<file path="src/rtl/mem_stage_lsu.sv">
// rtl/mem_stage_lsu.sv - memory-stage load/store unit with two-phase SRAM-like bus handshake
module mem_stage_lsu (
   input  logic        clk,
   input  logic        rst,
   input  logic        mem_en_M,
   input  logic        mem_we_M,
   input  logic [1:0]  mem_size_M,
   input  logic        mem_sign_M,
   input  logic [31:0] aluoutM,
   input  logic [31:0] writedataM,
   input  logic        stall_ext,
   output logic [31:0] readdataM,
   output logic        stallM,
   output logic        adelM,
   output logic        adesM,
   output logic        data_req,
   output logic        data_wr,
   output logic [1:0]  data_size,
   output logic [31:0] data_addr,
   output logic [31:0] data_wdata,
   input  logic        data_addr_ok,
   input  logic        data_data_ok,
   input  logic [31:0] data_rdata
);

   localparam logic [1:0] S_IDLE      = 2'd0;
   localparam logic [1:0] S_WAIT_ADDR = 2'd1;
   localparam logic [1:0] S_WAIT_DATA = 2'd2;
   localparam logic [1:0] S_DONE      = 2'd3;

   logic [1:0]  state_q, state_d;
   logic [31:0] rd_q, rd_d;
   logic        misal;
   logic        go;
   logic [7:0]  byte_v;
   logic [15:0] half_v;

   // Alignment check: halfwords need addr[0]=0, words (and the illegal size 11) need addr[1:0]=0
   always_comb begin
      misal = 1'b0;
      case (mem_size_M)
         2'b00:   misal = 1'b0;
         2'b01:   misal = aluoutM[0];
         default: misal = |aluoutM[1:0];
      endcase
   end

   assign go     = mem_en_M & ~misal;
   assign adelM  = mem_en_M & ~mem_we_M & misal;
   assign adesM  = mem_en_M &  mem_we_M & misal;

   // DONE is the cycle the result is presented, so the stage is released there
   assign stallM = go & (state_q != S_DONE);

   assign data_wr   = mem_we_M;
   assign data_size = mem_size_M;
   assign data_addr = aluoutM;

   // Store data replicated across all byte lanes so the bus can pick by address
   always_comb begin
      data_wdata = writedataM;
      case (mem_size_M)
         2'b00:   data_wdata = {4{writedataM[7:0]}};
         2'b01:   data_wdata = {2{writedataM[15:0]}};
         default: data_wdata = writedataM;
      endcase
   end

   // Handshake FSM: request until address accepted, then wait for data, then present result
   always_comb begin
      state_d  = state_q;
      rd_d     = rd_q;
      data_req = 1'b0;
      case (state_q)
         S_IDLE: begin
            data_req = go;
            if (go) begin
               state_d = data_addr_ok ? S_WAIT_DATA : S_WAIT_ADDR;
            end
         end
         S_WAIT_ADDR: begin
            data_req = 1'b1;
            if (data_addr_ok) begin
               state_d = S_WAIT_DATA;
            end
         end
         S_WAIT_DATA: begin
            if (data_data_ok) begin
               rd_d    = data_rdata;
               state_d = S_DONE;
            end
         end
         S_DONE: begin
            if (!stall_ext) begin
               state_d = S_IDLE;
            end
         end
         default: state_d = S_IDLE;
      endcase
   end

   // State and captured read word; reset abandons any in-flight transaction
   always_ff @(posedge clk) begin
      if (rst) begin
         state_q <= S_IDLE;
         rd_q    <= 32'd0;
      end else begin
         state_q <= state_d;
         rd_q    <= rd_d;
      end
   end

   // Lane selection from the captured word using the still-held M-stage address
   always_comb begin
      byte_v = rd_q[7:0];
      case (aluoutM[1:0])
         2'b00: byte_v = rd_q[7:0];
         2'b01: byte_v = rd_q[15:8];
         2'b10: byte_v = rd_q[23:16];
         2'b11: byte_v = rd_q[31:24];
         default: byte_v = rd_q[7:0];
      endcase
      half_v = aluoutM[1] ? rd_q[31:16] : rd_q[15:0];
   end

   // Sign/zero extension of the selected lane; words pass straight through
   always_comb begin
      readdataM = rd_q;
      case (mem_size_M)
         2'b00:   readdataM = {{24{mem_sign_M & byte_v[7]}}, byte_v};
         2'b01:   readdataM = {{16{mem_sign_M & half_v[15]}}, half_v};
         default: readdataM = rd_q;
      endcase
   end

endmodule

</file>
<file path="config.mk">
export PLATFORM = sky130hd
export DESIGN_NAME = mem_stage_lsu
export DESIGN_NICKNAME = d
export VERILOG_FILES = /design/src/rtl/mem_stage_lsu.sv
export SDC_FILE = /design/constraint.sdc
export NUM_CORES = 1
export LEC_CHECK = 0
export CAP_MARGIN = 20
export CORE_MARGIN = 4
export CORE_UTILIZATION = 36
export DETAILED_ROUTE_END_ITERATION = 8
export HOLD_SLACK_MARGIN = 0.05
export PLACE_DENSITY = 0.87
export SLEW_MARGIN = 20
export SYNTH_ARGS = -nofsm -noshare
export SYNTH_HDL_FRONTEND = slang
export SYNTH_SLANG_ARGS = --single-unit
</file>
<file path="constraint.sdc">
create_clock -name clk -period 4.7 [get_ports clk]
set_clock_uncertainty 0.15 [all_clocks]
set_input_delay 0.47 -clock clk [delete_from_list [all_inputs] [get_ports clk]]
set_output_delay 0.47 -clock clk [all_outputs]
set_load 0.02 [all_outputs]
</file>
Yosys cells after proc, flatten, opt, wreduce, memory -nomap -nowiden
Cells that the tools add are included. Widths: inputs -> output; s select.

Eq/ne operators: 12. Reductions and logical operators: 6. Multiplexer cells: 12. Bitwise logic cells: 10.

Operators with widths (count): $pmux 32 s2 (2); $pmux 8 s4 (1); $mux 16 (1); $mux 2 (5); $ne 2x2->1 const B (5); $and 1x1->1 (8); $eq 2x2->1 const B (4); $pmux 2 s4 (1); $eq 2x1->1 const B (3); $logic_not 2->1 (3); $pmux 1 s2 (2); $reduce_and 4->1 (1); $not 1->1 (2); $reduce_and 2->1 (1); $reduce_or 2->1 (1).

Register bits after elaboration: 34. Output and inout port bits: 103. Input bits: 106.

Depth between registers and ports, before layout
Depth in word-level cells: 6. Depth in mapped cells: 7. Depth with buffers taken out: 6.

Least setup slack after synthesis
OpenSTA, ideal clock, no wires.

Path type: input-to-output. Start: input port aluoutM[0]. End: output port readdataM[10]. Data arrival time: 1.705 ns. Cell stages on the path: 5. Buffers on the path: 2. Path slack: 2.375 ns. Cell sequence: buf_6 > mux4_2 > and3_1 > buf_6 > a221o_1.

Longest elaborated chain between the ends: 4. Elaborated cells between the ends (all ways): 7. Classes of those cells: eq/ne: 3; mux: 2; bitwise: 1; reduce/logical: 1.

RTL lines: start: declaration (RTL line 9) `input logic [31:0] aluoutM,`; $eq 2x2->1 (tied with other cells) (RTL line 116) `case (aluoutM[1:0])`; $pmux 8 s4 * (RTL line 116); $and 1x1->1 * (RTL line 130) `2'b00: readdataM = {{24{mem_sign_M & byte_v[7]}}, byte_v};`; $pmux 32 s2 * (RTL line 129) `case (mem_size_M)`; end: declaration (RTL line 12) `output logic [31:0] readdataM,`.

Every way passes the cells marked *; elsewhere a longest branch is shown, timed or not.

Final worst setup path
Start: input port aluoutM[0]. End: output port readdataM[13].

Same word-level chain as after synthesis.

==> flow_metrics.py <==
metrics = {
    "route": {
        "routed_via_density": 5.14,
        "drtAntennaViolNets": 0,
        "vias": 2756,
        "drcViolationCount": 0,
        "wire_per_inst_um": 16.8,
        "drt_iter0_markers": 150,
        "wirelength_mm": 9.02,
        "drtPass1Iterations": 4,
    },
    "floorplanning": {
        "ios": 209,
        "die_x_um": 93.0,
        "start_util": 0.377,
        "die_y_um": 93.0,
        "dieArea_um2": 8660,
        "core.rowCount": 30,
        "core_area_um2": 6910,
    },
    "worst_setup_path": {
        "required_ns": 4.08,
        "worst-setup-path-type": "primary input to output port",
        "endpoint_kind": "output port",
        "worstPathArrival_ns": 2.90,
        "critPathLaunchType": "primary input",
        "crit_fanout": 8,
    },
    "synthesis": {
        "synthMuxAreaShare": 0.152,
        "synth.most_common_cell": "nand2_1",
        "ys_seq_area_frac": 0.261,
        "synth-xor-area-share": 0,
        "avgSynthCellArea_um2": 7.48,
        "synth_fp_nets": 458,
        "synthTopCellsByArea": "dfxtp_1 26%, nand2_1 17%, buf_4 12%, mux2_2 6.9%, a21oi_1 6.3%",
        "synthAdderAreaFrac": 0.0192,
        "syn_area_um2": 2600,
        "ys.flop_type": "dfxtp_1",
        "synth_warnings": 0,
        "synth-edff-count": 0,
        "synth_commonest_cells": "115 x nand2_1, 43 x buf_4, 34 x dfxtp_1, 33 x a21oi_1, 16 x mux2_2",
        "synth-compound-area-share": 0.178,
        "syn_inst": 348,
        "async_reset_ff_frac": 0,
        "yosysTopAreaCellShare": 0.261,
        "synth_top_area_cell": "dfxtp_1",
        "ys_types": 37,
        "synth_top_family_by_area": "simple AND/OR/NAND/NOR gates",
        "synth-seq-cells": 34,
        "synth-simple-area-share": 0.212,
    },
    "global_route": {
        "grt_pass1_vias": 2747,
        "grt_overflow": 0,
        "grt_start_max_net_pins": 39,
        "grt_antenna_before_repair": 0,
        "grt_pass1_wl_mm": 13.6,
        "grt_usage": 0.199,
    },
    "sta": {
        "hold_viol": 0,
        "maxSlewViolCount": 0,
        "rsz0062_at_grt": "false",
        "fin_crit_sh": 0.749,
        "finalCriticalPeriod_ns": 3.52,
        "finalSetupViolCount": 0,
        "fin_tns_setup_ns": 0,
        "maxSlewHeadroom": 0.307,
        "fmax_ghz": 0.284,
        "setup_slack_ns": 1.18,
        "worst_pin_slew_ns": 1.04,
    },
    "placement": {
        "dp.final_hpwl_mm": 7.24,
        "place_area_um2": 3790,
        "finalWeightedCongestion": 0.830,
        "io_buffer_count": 148,
        "preCtsSetupSlack_ns": 1.22,
        "dp.cells": 530,
    },
    "finish": {
        "fin_util": 0.561,
        "instances_no_fill": 536,
        "drive_above_1_share": 0.0727,
        "fin_area_um2": 3880,
        "diodes": 0,
        "nets": 551,
        "area_growth_pct": 48.9,
    },
    "cts": {
        "numCtsBuffers": 5,
        "holdBufCountCts": 0,
        "clkSlewWorstSetupHoldPaths_ns": 0.06,
        "cts_tree": "built",
        "post-cts-setup-buffers": 0,
        "cts.repair.resized": 0,
        "clk_path_buf_depth": 2,
        "clkLatencyLatePin_ns": 0.29,
        "cts_root_buf": "clkbuf_8",
        "cts.sinks": 34,
        "htree_levels": 2,
    },
    "power_and_ir_drop": {
        "cell_internal_pwr_uw": 677,
        "p_leak_nw": 1.53,
        "p_sw_uw": 386,
        "ir_drop_mv": 0.168,
        "switching_share": 0.363,
        "pwr-share-comb": 0.461,
        "p_seq_frac": 0.338,
        "powerDensity_nw_per_um2": 274,
        "clockPowerShare": 0.202,
    },
    "flow_run": {
        "maxCapViolCount": 0,
    },
    "outcome": {
        "outcome": "complete, no violations",
    },
    "worst_hold_path": {
        "hold_class": "flop to flop",
    },
}
[power by group through the flow]
stage          sequential, mW  combinational, mW  clock [mW]
6_report                0.359              0.490       0.215
4_1_cts                 0.359              0.494       0.217
2_1_floorplan           0.353              0.323           0
5_1_grt                 0.363              0.534       0.229
3_5_place_dp            0.365              0.492           0
3_3_place_gp            0.363              0.479           0
[sequential cells by signal, indices dropped and copies added, names as in the netlist]
signal,cells
state_q,2
rd_q,32
[metrics by stage]
stage               power, mW  hold slack, ns
finish                   1.06           0.319
global route             1.13           0.338
CTS                      1.07           0.321
detailed placement      0.857           0.309
global placement        0.841           0.296
floorplan               0.676           0.286
[layout make-up]
| class | instances | area, um2 |
|---|---|---|
| well taps | 96 | 120 |
| fillers | 666 | 3030 |
| flip-flops and latches | 34 | 681 |
| inverters | 7 | 26.3 |
| clock buffers | 6 | 82.6 |
| repair buffers | 152 | 1510 |
| multi-input cells | 241 | 1460 |
[kinds of logic after synthesis]
kind of cell | count (synthesis)
simple gates | 133
fa+ha+maj | 4
compound gates | 71
buf+inv | 73
mux | 33
flops | 34
[per-layer routing]
layer | up-vias | GRT usage | share of wire
met5 | - | 0 | 0
met4 | 0 | 0.0794 | 0.034
met3 | 32 | 0.0523 | 0.078
met2 | 130 | 0.377 | 0.53
met1 | 1271 | 0.206 | 0.36
li1 | 1323 | - | -
[critical path, cell delays in order]
cell             delay (ns)
clkdlybuf4s50_1        0.69
mux4_2                 0.57
and3_1                 0.29
a221o_1                0.30
clkdlybuf4s50_1        0.58
[final timing paths]
kind | slack (ns) | end | startpoint | cells past startpoint
worst max-delay path | 1.18 | readdataM[13] | aluoutM[0] | 5
worst min-delay path | 0.32 | rd_q[2] | rd_q[2] | 2
worst max register to register | 2.67 | rd_q[20] | state_q[0] | 5
worst min register to register | 0.32 | rd_q[2] | rd_q[2] | 2
[cell usage in the layout (no fill, tap or decap), drive strengths merged, types with 2 or more instances in the layout]
master         instances
o21a                   2
o21ai                 11
a221o                 12
ha                     4
mux2                  16
mux4                   3
inv                    7
clkdlybuf4s50        147
clkbuf                 6
buf                    5
nand2                115
dfxtp                 34
o22a                   5
and3                   2
a21oi                 33
mux2i                 14
nor2                   8
No activity file was read; power rests on OpenSTA's default activity.
